**config.mk**
```make
export PLATFORM = sky130hd
export DESIGN_NAME = serial_to_parallel_receiver
export DESIGN_NICKNAME = d
export VERILOG_FILES = /design/src/rtl/serial_to_parallel_receiver.sv
export SDC_FILE = /design/constraint.sdc
export NUM_CORES = 1
export LEC_CHECK = 0
export CELL_PAD_IN_SITES_DETAIL_PLACEMENT = 1
export CELL_PAD_IN_SITES_GLOBAL_PLACEMENT = 1
export CORE_ASPECT_RATIO = 0.7
export CORE_MARGIN = 2
export CORE_UTILIZATION = 37
export DETAILED_ROUTE_END_ITERATION = 16
export GPL_TIMING_DRIVEN = 0
export PLACE_DENSITY = 0.84
export SETUP_SLACK_MARGIN = 0.02
export SLEW_MARGIN = 30
export SYNTH_ARGS = -nofsm -noshare
export SYNTH_HDL_FRONTEND = slang
export SYNTH_SLANG_ARGS = --single-unit
```
**constraint.sdc**
```tcl
create_clock -name clk -period 1.99 [get_ports clk]
set_input_delay 0.398 -clock clk [delete_from_list [all_inputs] [get_ports clk]]
set_output_delay 0.398 -clock clk [all_outputs]
set_load 0.01 [all_outputs]
```
**src/rtl/serial_to_parallel_receiver.sv**
```systemverilog
// ---------------------------------------------------------------------------
// serial_to_parallel_receiver
//
// Rebuilds WIDTH-bit words from a 1-bit serial stream, one bit per qualified
// rising edge, and hands each finished word to a downstream consumer through
// a valid/ack handshake. A sticky overrun flag records that a finished word
// replaced one the consumer had not yet acknowledged.
//
// Parameters:
//   WIDTH       word length in bits (>= 2)
//   MSB_FIRST   1: first received bit ends up in dataOut[WIDTH-1]
//               0: first received bit ends up in dataOut[0]
//
// Ports:
//   clk          in   system clock, rising edge
//   reset        in   asynchronous active-high reset
//   enable       in   0 freezes the receive path (dataAck still honoured)
//   shiftEnable  in   dataIn carries a valid serial bit this cycle
//   dataIn       in   serial data bit
//   flush        in   synchronous discard of the partial frame
//   dataAck      in   consumer acknowledges the presented word
//   dataOut      out  last completed word
//   dataValid    out  dataOut holds an unacknowledged word
//   busy         out  a partial frame is in progress
//   overrun      out  sticky: a completed word overwrote an unacknowledged one
// ---------------------------------------------------------------------------
module serial_to_parallel_receiver #(
    parameter int unsigned WIDTH     = 6,
    parameter bit          MSB_FIRST = 1'b1
) (
    input  logic             clk,
    input  logic             reset,
    input  logic             enable,
    input  logic             shiftEnable,
    input  logic             dataIn,
    input  logic             flush,
    input  logic             dataAck,
    output logic [WIDTH-1:0] dataOut,
    output logic             dataValid,
    output logic             busy,
    output logic             overrun
);

    localparam int unsigned     CW       = $clog2(WIDTH);
    localparam logic [CW-1:0]   LAST_BIT = CW'(WIDTH - 1);

    logic [WIDTH-1:0] shreg_q,     shreg_d;
    logic [CW-1:0]    bitCount_q,  bitCount_d;
    logic [WIDTH-1:0] dataOut_q,   dataOut_d;
    logic             dataValid_q, dataValid_d;
    logic             overrun_q,   overrun_d;

    logic [WIDTH-1:0] shifted;
    logic             acceptBit;

    // Shift register contents after taking in dataIn; the completed word is
    // captured from this value so the final bit is included in it.
    always_comb begin
        shifted = shreg_q;
        if (MSB_FIRST) begin
            shifted = {shreg_q[WIDTH-2:0], dataIn};
        end else begin
            shifted = {dataIn, shreg_q[WIDTH-1:1]};
        end
    end

    assign acceptBit = enable && shiftEnable && !flush;

    // Next-state logic. The ack clear is evaluated before the completion
    // path so that a word completing in the same cycle as an ack leaves
    // dataValid set without flagging an overrun.
    always_comb begin
        shreg_d     = shreg_q;
        bitCount_d  = bitCount_q;
        dataOut_d   = dataOut_q;
        dataValid_d = dataValid_q;
        overrun_d   = overrun_q;

        if (dataAck && dataValid_q) begin
            dataValid_d = 1'b0;
        end

        // Flush is part of the receive path, so a disabled block ignores it.
        if (enable && flush) begin
            shreg_d    = '0;
            bitCount_d = '0;
        end else if (acceptBit) begin
            shreg_d = shifted;
            if (bitCount_q == LAST_BIT) begin
                bitCount_d  = '0;
                dataOut_d   = shifted;
                dataValid_d = 1'b1;
                if (dataValid_q && !dataAck) begin
                    overrun_d = 1'b1;
                end
            end else begin
                bitCount_d = bitCount_q + CW'(1);
            end
        end
    end

    always_ff @(posedge clk or posedge reset) begin
        if (reset) begin
            shreg_q     <= '0;
            bitCount_q  <= '0;
            dataOut_q   <= '0;
            dataValid_q <= 1'b0;
            overrun_q   <= 1'b0;
        end else begin
            shreg_q     <= shreg_d;
            bitCount_q  <= bitCount_d;
            dataOut_q   <= dataOut_d;
            dataValid_q <= dataValid_d;
            overrun_q   <= overrun_d;
        end
    end

    assign dataOut   = dataOut_q;
    assign dataValid = dataValid_q;
    assign busy      = (bitCount_q != '0);
    assign overrun   = overrun_q;

endmodule

```
==> results of run 1 <==
cell families (layout without fill, tap and decap cells):
| family | Yosys count | count (layout) | synth area share |
|---|---|---|---|
| compound gates | 13 | 13 | 0.142 |
| buf+inv | 5 | 24 | 0.0383 |
| flops | 16 | 16 | 0.584 |
| mux | 7 | 7 | 0.148 |
| simple gates | 11 | 11 | 0.0876 |
cell type report:
cell class	instances	area (µm²)	share of cell area
buffer	1	11.3	0.0125
clock buffer	4	36.3	0.0404
inverter	4	15.0	0.0167
multi-input combinational	31	259	0.288
sequential	16	400	0.446
tap	21	26.3	0.0292
timing repair buffer	15	150	0.167
through the flow:
step,setup TNS (ps),util,setup WS (ps)
after global routing,0,0.539,41.3
after detailed placement,-1280,0.517,-221
after CTS,0,0.539,91.0
after global placement,-973,0.517,-165
final,0,0.539,80.6
after floorplan,0,-,519
registers in the layout, indices dropped and copies added (netlist names):
name	count
dataOut	6
bitCount_q	3
dataValid	1
overrun	1
shreg_q	5
worst register-to-register path: stages, from the launching register on:
cell and delay, ps:
dfrtp_1 430, or4_4 520, buf_6 160, mux2_4 310
power groups by stage:
stage                     Combinational [mW]  Sequential (mW)  Clock (mW)
after floorplan                       0.0687            0.375           0
after global placement                 0.128            0.376           0
after detailed placement               0.131            0.376           0
after CTS                              0.132            0.370       0.221
after global routing                   0.145            0.374       0.234
final                                  0.130            0.370       0.210
how the worst max path moves through the flow:
stage,startpoint,end,slack [ps],cells after the start
floorplan,flush,dataOut[0]$_DFFE_PP0P_,520,3
global placement,enable,dataOut[2]$_DFFE_PP0P_,-160,5
detailed placement,enable,dataOut[2]$_DFFE_PP0P_,-220,5
CTS,enable,dataOut[2]$_DFFE_PP0P_,90,5
global route,enable,dataOut[2]$_DFFE_PP0P_,40,5
finish,enable,dataOut[2]$_DFFE_PP0P_,80,5
cell usage in the layout (no fill, tap or decap):
cell type,n
dfrtp_1,16
clkdlybuf4s50_1,15
mux2_4,6
a22o_1,5
inv_1,4
nand2_1,3
o22ai_1,3
clkbuf_4,3
nor2_1,2
nand2b_1,2
nand2_2,1
o21ai_0,1
or4_4,1
buf_6,1
o21bai_1,1
and2_1,1
nand3_1,1
o22a_1,1
mux2_2,1
a21boi_0,1
a31oi_1,1
clkbuf_8,1
metal layers:
layer	up-vias	routed length, µm	track usage
li1	227	-	-
met1	235	703	0.198
met2	10	638	0.262
met3	0	68	0.0742
met4	0	0	0.0366
met5	-	0	0
Yosys cell counts:
cell type | n | share of area
or4_4 | 1 | 0.016
mux2_4 | 6 | 0.13
nand2b_1 | 2 | 0.018
nor2_1 | 2 | 0.011
nand2_1 | 3 | 0.016
inv_1 | 4 | 0.022
dfrtp_1 | 16 | 0.58
nand3_1 | 1 | 0.0073
o21ai_0 | 1 | 0.0073
o22ai_1 | 3 | 0.027
o21bai_1 | 1 | 0.011
nand2_2 | 1 | 0.0091
o22a_1 | 1 | 0.013
a21boi_0 | 1 | 0.011
and2_1 | 1 | 0.0091
a31oi_1 | 1 | 0.0091
mux2_2 | 1 | 0.016
buf_6 | 1 | 0.016
a22o_1 | 5 | 0.064
==> summary.txt, run 1 <==
Status
  • Status: completed

Global routing
  • First-pass GRT wire length: 2470 µm
  • Initial antenna violation count: 0
  • Grt ovf: 0
  • GRT Util Overall: 0.160
  • Vias in the first global route: 485
  • Pin count of the biggest net entering global routing: 17

Worst setup path
  • Crit-path cells: clkdlybuf4s50_1 -> nand2_2 -> or4_4 -> buf_6 -> mux2_4
  • Reg-to-reg slack, setup: 450 ps
  • R2R Path End: dataOut[2]$_DFFE_PP0P_
  • R2R depth: 3
  • Worst reg2reg startpoint: bitCount_q[1]$_DFFE_PP0P_
  • Worst path slowest cell: clkdlybuf4s50_1
  • Slowest stage delay, CP: 630 ps
  • WS Path Type: input port to register
  • Max FO, Critical Path: 8
  • Critical path required time: 2160 ps
  • Critical path launch point type: input port
  • Critical Path Sink Type: register
  • Worst path arrival time: 2080 ps
  • Top delay family on crit path: buffers and inverters
  • Crit path buf inv count: 2

Placed design
  • Placed cells: 88
  • Final GP Congestion: 0.732
  • Hpwl dp: 1080 µm
  • I/O Buffers: 15
  • Placed cell areas: 862 µm²

Flow run
  • Max cap viols: 0

Drt
  • Final ANT Viol Nets: 0
  • Vias: 472
  • Drt total wl: 1410 µm
  • WL per Instance: 15.3 µm
  • Drt pass-1 iters: 2
  • Post-route DRC: 0
  • Initial drt markers: 2
  • DR vias/cell: 5.13

CTS
  • CTS buffer count: 3
  • Worst skew pair latency: 280 ps
  • Postcts setup bufs: 0
  • Longest Clk Path Bufs: 2
  • Clk sinks: 16
  • CTS tree: done
  • Clk root buf: clkbuf_4
  • Max H-tree Level: 1
  • PostCTS Resize Cnt: 0
  • Clock transition at path regs: 90 ps
  • Hold-fix buffers, CTS: 0

Floorplan
  • Core area: 0.00167 mm²
  • Die height: 40.0 µm
  • Die X: 55.5 µm
  • Placement Rows: 12
  • Die area: 0.00222 mm²
  • Starting Density: 0.411
  • # IOs: 16

STA
  • Post-layout min period: 1910 ps
  • Final period util: 0.959
  • Worst-margin pin slew: 606 ps
  • Fin Clk Skew: 5.85 ps
  • F_max: 0.524 GHz
  • Rel. slew slack: 0.596
  • RSZ-0062 raised after global routing: false
  • Fin. max-slew vios: 0
  • Final Hold Slack: 476 ps
  • Final hold vios: 0
  • Setup violators final: 0

Synthesis
  • Register area share after synthesis: 0.584
  • Mapped Nets: 59
  • FF+latch count, synth: 16
  • Post-Synthesis Cells: 52
  • Yosys cell types: 19
  • Synth Warn #: 0
  • Syn avg cell area: 13.2 µm²
  • Synthesized area: 686 µm²

Layout
  • Layout cells sized above 1: 0.197
  • Fill count: 190
  • Synth-to-Final Area Change: 31.0%
  • Fin area: 898 µm²
  • Fin cells: 92
  • Ant diodes: 0
  • Layout Nets: 79

Power
  • Worst vdd ir: 0.528 mV
  • Lkg Pwr: 0.428 nW
  • Power, Total: 0.710 mW
  • Seq pwr share: 0.520
  • Int Pwr: 0.535 mW
  • Switching power: 0.175 mW
  • Switching Fraction: 0.247
  • Power per cell area: 790 mW/mm²
  • Clk pwr share: 0.296
  • Power share of the combinational group: 0.183

Min path
  • Hold WC Path Type: input port to asynchronous set/reset pin
No activity file was read; power rests on OpenSTA's default activity.
==> inputs of run 2 (changes only) <==
--- a/config.mk
+++ b/config.mk
@@ -10,8 +10,10 @@
 export CORE_ASPECT_RATIO = 0.7
 export CORE_MARGIN = 2
 export CORE_UTILIZATION = 37
+export CTS_CLUSTER_SIZE = 10
 export DETAILED_ROUTE_END_ITERATION = 16
 export GPL_TIMING_DRIVEN = 0
+export MAX_ROUTING_LAYER = met4
 export PLACE_DENSITY = 0.84
 export SETUP_SLACK_MARGIN = 0.02
 export SLEW_MARGIN = 30
==> summary.txt, run 2 (same netlist as run 1, synthesis figures left out) <==
Global routing
  • Grt ovf: 0
  • Pin count of the biggest net entering global routing: 17
  • GRT Util Overall: 0.165
  • Initial antenna violation count: 0
  • First-pass GRT wire length: 2460 µm
  • Vias in the first global route: 482

Flow run
  • Max cap viols: 0

Power
  • Worst vdd ir: 0.527 mV
  • Power, Total: 0.710 mW
  • Lkg Pwr: 0.428 nW
  • Power per cell area: 790 mW/mm²

CTS
  • CTS buffer count: 3
  • CTS tree: done
  • Clk root buf: clkbuf_4
  • Clk sinks: 16
  • PostCTS Resize Cnt: 0
  • Hold-fix buffers, CTS: 0
  • Postcts setup bufs: 0
  • Longest Clk Path Bufs: 2
  • Clock transition at path regs: 90 ps
  • Worst skew pair latency: 280 ps
  • Max H-tree Level: 1

Layout
  • Area of the multi-input gates: 259 µm²
  • Layout cells sized above 1: 0.197
  • Most frequent cells in the layout: 16 x dfrtp_1, 15 x clkdlybuf4s50_1, 6 x mux2_4
  • Fin area: 898 µm²
  • Fill count: 190
  • Largest register FFs: 6
  • Synth-to-Final Area Change: 31.0%
  • Layout Nets: 79
  • Fin cells: 92
  • Commonest non-fill, non-tap cell in the layout: dfrtp_1
  • Ant diodes: 0
  • Flip-flop and latch area: 400 µm²
  • Core Util, Final: 0.539

Min path
  • Hold WC Path Type: input port to asynchronous set/reset pin

Worst setup path
  • Worst path arrival time: 2080 ps
  • Critical path required time: 2160 ps
  • Max FO, Critical Path: 8
  • Critical Path Sink Type: register
  • Worst path slowest cell: clkdlybuf4s50_1
  • Critical path launch point type: input port
  • Top delay family on crit path: buffers and inverters
  • Crit-path cells: clkdlybuf4s50_1 -> nand2_2 -> or4_4 -> buf_6 -> mux2_4
  • WS Path Type: input port to register
  • Slowest stage delay, CP: 630 ps
  • Reg-to-reg slack, setup: 450 ps
  • Crit path buf inv count: 2

STA
  • Setup violators final: 0
  • Final TNS setup: 0 ps
  • Post-layout min period: 1910 ps
  • Final period util: 0.960
  • F_max: 0.523 GHz
  • Fin. max-slew vios: 0
  • Final Hold Slack: 477 ps
  • Final hold vios: 0
  • Setup ws final: 79.6 ps
  • Worst-margin pin slew: 606 ps
  • Rel. slew slack: 0.596
  • Fin Clk Skew: 5.88 ps
  • RSZ-0062 raised after global routing: false

Floorplan
  • Die X: 55.5 µm
  • Starting Density: 0.411
  • Placement Rows: 12
  • Die height: 40.0 µm
  • Core area: 0.00167 mm²
  • Die area: 0.00222 mm²
  • # IOs: 16

Drt
  • Final ANT Viol Nets: 0
  • Initial drt markers: 2
  • Drt pass-1 iters: 2
  • Vias: 472
  • DR vias/cell: 5.13
  • WL per Instance: 15.3 µm
  • Post-route DRC: 0
  • Drt total wl: 1410 µm

Placed design
  • Final GP Congestion: 0.740
  • Placed cell areas: 862 µm²
  • Placed cells: 88
  • Pre-CTS WS: -221 ps
  • I/O Buffers: 15
  • Hpwl dp: 1080 µm

Status
  • Status: completed
-- run 2: cell counts in the layout (fill, tap and decap cells not counted) --
No cell type changed its count.
-- run 2: power by group --
group | leakage [nW] | internal (mW) | switching [mW]
Combinational | 0.188 | 0.0752 | 0.0550
Sequential | 0.219 | 0.348 | 0.0213
Clock | 0.0210 | 0.111 | 0.0985
Total | 0.428 | 0.535 | 0.175
-- run 2: layout make-up --
class                   count  share of cell area
repair buffers             15               0.167
multi-input cells          31               0.288
well taps                  21              0.0292
flip-flops and latches     16               0.446
clock buffers               4              0.0404
inverters                   4              0.0167
plain buffers               1              0.0125
-- run 2: per-layer routing --
metal / up-vias / share of wire / track usage
li1: 227 / - / -
met1: 235 / 0.50 / 0.200
met2: 10 / 0.45 / 0.262
met5: - / 0 / -
met3: 0 / 0.043 / 0.0710
met4: 0 / 0 / 0.0366
-- run 2: final timing paths --
path                            depth (start not counted)                 startpoint                endpoint
max in group asynchronous                               2                      reset     overrun$_DFFE_PP0P_
worst max register to register                          3  bitCount_q[1]$_DFFE_PP0P_  dataOut[2]$_DFFE_PP0P_
min in group clk                                        1        overrun$_DFFE_PP0P_     overrun$_DFFE_PP0P_
worst min-delay path                                    2                      reset  dataOut[5]$_DFFE_PP0P_
worst max-delay path                                    5                     enable  dataOut[2]$_DFFE_PP0P_
worst min register to register                          1        overrun$_DFFE_PP0P_     overrun$_DFFE_PP0P_
==> inputs of run 3 (changes only) <==
--- a/config.mk
+++ b/config.mk
@@ -7,14 +7,13 @@
 export LEC_CHECK = 0
 export CELL_PAD_IN_SITES_DETAIL_PLACEMENT = 1
 export CELL_PAD_IN_SITES_GLOBAL_PLACEMENT = 1
-export CORE_ASPECT_RATIO = 0.7
 export CORE_MARGIN = 2
-export CORE_UTILIZATION = 37
+export CORE_UTILIZATION = 40
 export CTS_CLUSTER_SIZE = 10
 export DETAILED_ROUTE_END_ITERATION = 16
 export GPL_TIMING_DRIVEN = 0
 export MAX_ROUTING_LAYER = met4
-export PLACE_DENSITY = 0.84
+export PLACE_DENSITY = 0.89
 export SETUP_SLACK_MARGIN = 0.02
 export SLEW_MARGIN = 30
 export SYNTH_ARGS = -nofsm -noshare
==> constraint.sdc (replaced) <==
create_clock -name clk -period 2.3 [get_ports clk]
set_input_delay 0.46 -clock clk [delete_from_list [all_inputs] [get_ports clk]]
set_output_delay 0.46 -clock clk [all_outputs]
set_load 0.01 [all_outputs]
==> summary.txt, run 3 (same netlist as run 1, synthesis figures left out) <==
CTS
  • PostCTS Resize Cnt: 0
  • Worst skew pair latency: 280 ps
  • Hold-fix buffers, CTS: 0
  • CTS tree: done
  • Max H-tree Level: 1
  • Clk sinks: 16
  • Postcts setup bufs: 0
  • Clk root buf: clkbuf_4
  • CTS buffer count: 3
  • Longest Clk Path Bufs: 2
  • Clock transition at path regs: 80 ps

Min path
  • Hold EP: overrun$_DFFE_PP0P_
  • Hold Crit Depth: 1
  • Hold WC Path Type: register to register
  • Hold Crit Start: overrun$_DFFE_PP0P_

Floorplan
  • # IOs: 16
  • Starting Density: 0.440
  • Die X: 45.4 µm
  • Die area: 0.00206 mm²
  • Core area: 0.00156 mm²
  • Die height: 45.4 µm
  • Placement Rows: 14

Worst setup path
  • Reg-to-reg slack, setup: 770 ps
  • WS Path Type: input port to register
  • Worst path arrival time: 2140 ps
  • R2R depth: 3
  • Critical path launch point type: input port
  • Worst reg2reg startpoint: bitCount_q[1]$_DFFE_PP0P_
  • Critical Path Sink Type: register
  • Critical path required time: 2470 ps
  • R2R Path End: dataOut[4]$_DFFE_PP0P_
  • Max FO, Critical Path: 8

Drt
  • Drt pass-1 iters: 3
  • Vias: 494
  • Post-route DRC: 0
  • DR vias/cell: 5.74
  • WL per Instance: 15.9 µm
  • Final ANT Viol Nets: 0
  • Drt total wl: 1370 µm
  • Initial drt markers: 5

STA
  • RSZ-0062 raised after global routing: false
  • Final TNS setup: 0 ps
  • Final period util: 0.858
  • Worst-margin pin slew: 607 ps
  • Setup violators final: 0
  • Fin. max-slew vios: 0
  • F_max: 0.507 GHz
  • Final hold vios: 0
  • Rel. slew slack: 0.591
  • Post-layout min period: 1970 ps
  • Fin Clk Skew: 3.36 ps

Placed design
  • Final GP Congestion: 0.668
  • Hpwl dp: 1070 µm
  • Placed cell areas: 856 µm²
  • I/O Buffers: 15

Global routing
  • Grt ovf: 0
  • First-pass GRT wire length: 2370 µm
  • Pin count of the biggest net entering global routing: 17
  • Initial antenna violation count: 0
  • GRT Util Overall: 0.168
  • Vias in the first global route: 526

Layout
  • Layout cells sized above 1: 0.186
  • Ant diodes: 0
  • Most frequent cells in the layout: 16 x dfrtp_1, 15 x clkdlybuf4s50_1, 6 x mux2_4
  • Core Util, Final: 0.563
  • Layout Nets: 79
  • Fin area: 878 µm²
  • Synth-to-Final Area Change: 28.1%
  • Fill count: 163
  • Largest register FFs: 6
  • Commonest non-fill, non-tap cell in the layout: dfrtp_1

Power
  • Lkg Pwr: 0.421 nW
  • Power, Total: 0.575 mW
  • Worst vdd ir: 0.318 mV
  • Power per cell area: 654 mW/mm²
  • Int Pwr: 0.427 mW
  • Seq pwr share: 0.557
  • Switching Fraction: 0.257
  • Clk pwr share: 0.245
  • Power share of the combinational group: 0.198
  • Switching power: 0.148 mW

Status
  • Status: completed

Flow run
  • Max cap viols: 0
## run 3: cell types whose count changed in the layout (fill, tap and decap cells not counted), sizes merged
cell / change
clkbuf: -1
## run 3: how the worst max path moves through the flow
stage | start | slack, ps | end | depth (start not counted)
after floorplan | flush | 770 | dataOut[0]$_DFFE_PP0P_ | 3
final | enable | 330 | dataOut[4]$_DFFE_PP0P_ | 5
after CTS | enable | 320 | dataOut[4]$_DFFE_PP0P_ | 5
after global placement | enable | 80 | dataOut[3]$_DFFE_PP0P_ | 5
after detailed placement | enable | 20 | dataOut[4]$_DFFE_PP0P_ | 5
after global routing | enable | 290 | dataOut[3]$_DFFE_PP0P_ | 5
## run 3: final cells by class
class	instances	area [µm²]	area share
clock buffers	3	22.5	0.0256
well taps	16	20.0	0.0228
repair buffers	15	150	0.171
multi-input cells	31	259	0.295
plain buffers	1	11.3	0.0128
flip-flops and latches	16	400	0.456
inverters	4	15.0	0.0171
## run 3: power by group through the flow
stage / logic, mW / clock network, mW / registers, mW
2_1_floorplan: 0.0595 / 0 / 0.324
3_3_place_gp: 0.110 / 0 / 0.324
3_5_place_dp: 0.115 / 0 / 0.326
4_1_cts: 0.116 / 0.147 / 0.320
5_1_grt: 0.125 / 0.160 / 0.324
6_report: 0.114 / 0.141 / 0.320
## run 3: per-layer routing
layer / GRT usage / wire length, µm / vias up
met5: - / 0 / -
met2: 0.273 / 695 / 15
met1: 0.207 / 604 / 249
met4: 0.0529 / 12 / 0
li1: - / - / 228
met3: 0.0357 / 57 / 2
## run 3: metrics by stage
stage / worst slack [ps] / hold WS, ps / cells
final: 327 / 506 / 86
after global placement: 79.1 / 462 / 83
after floorplan: 767 / 374 / 52
after detailed placement: 22.4 / 493 / 83
after CTS: 324 / 513 / 86
after global routing: 288 / 535 / 86
## run 3: critical path: stages
cell	delay, ps
clkdlybuf4s50_1	620
nand2_2	110
or4_4	490
buf_6	160
mux2_4	290
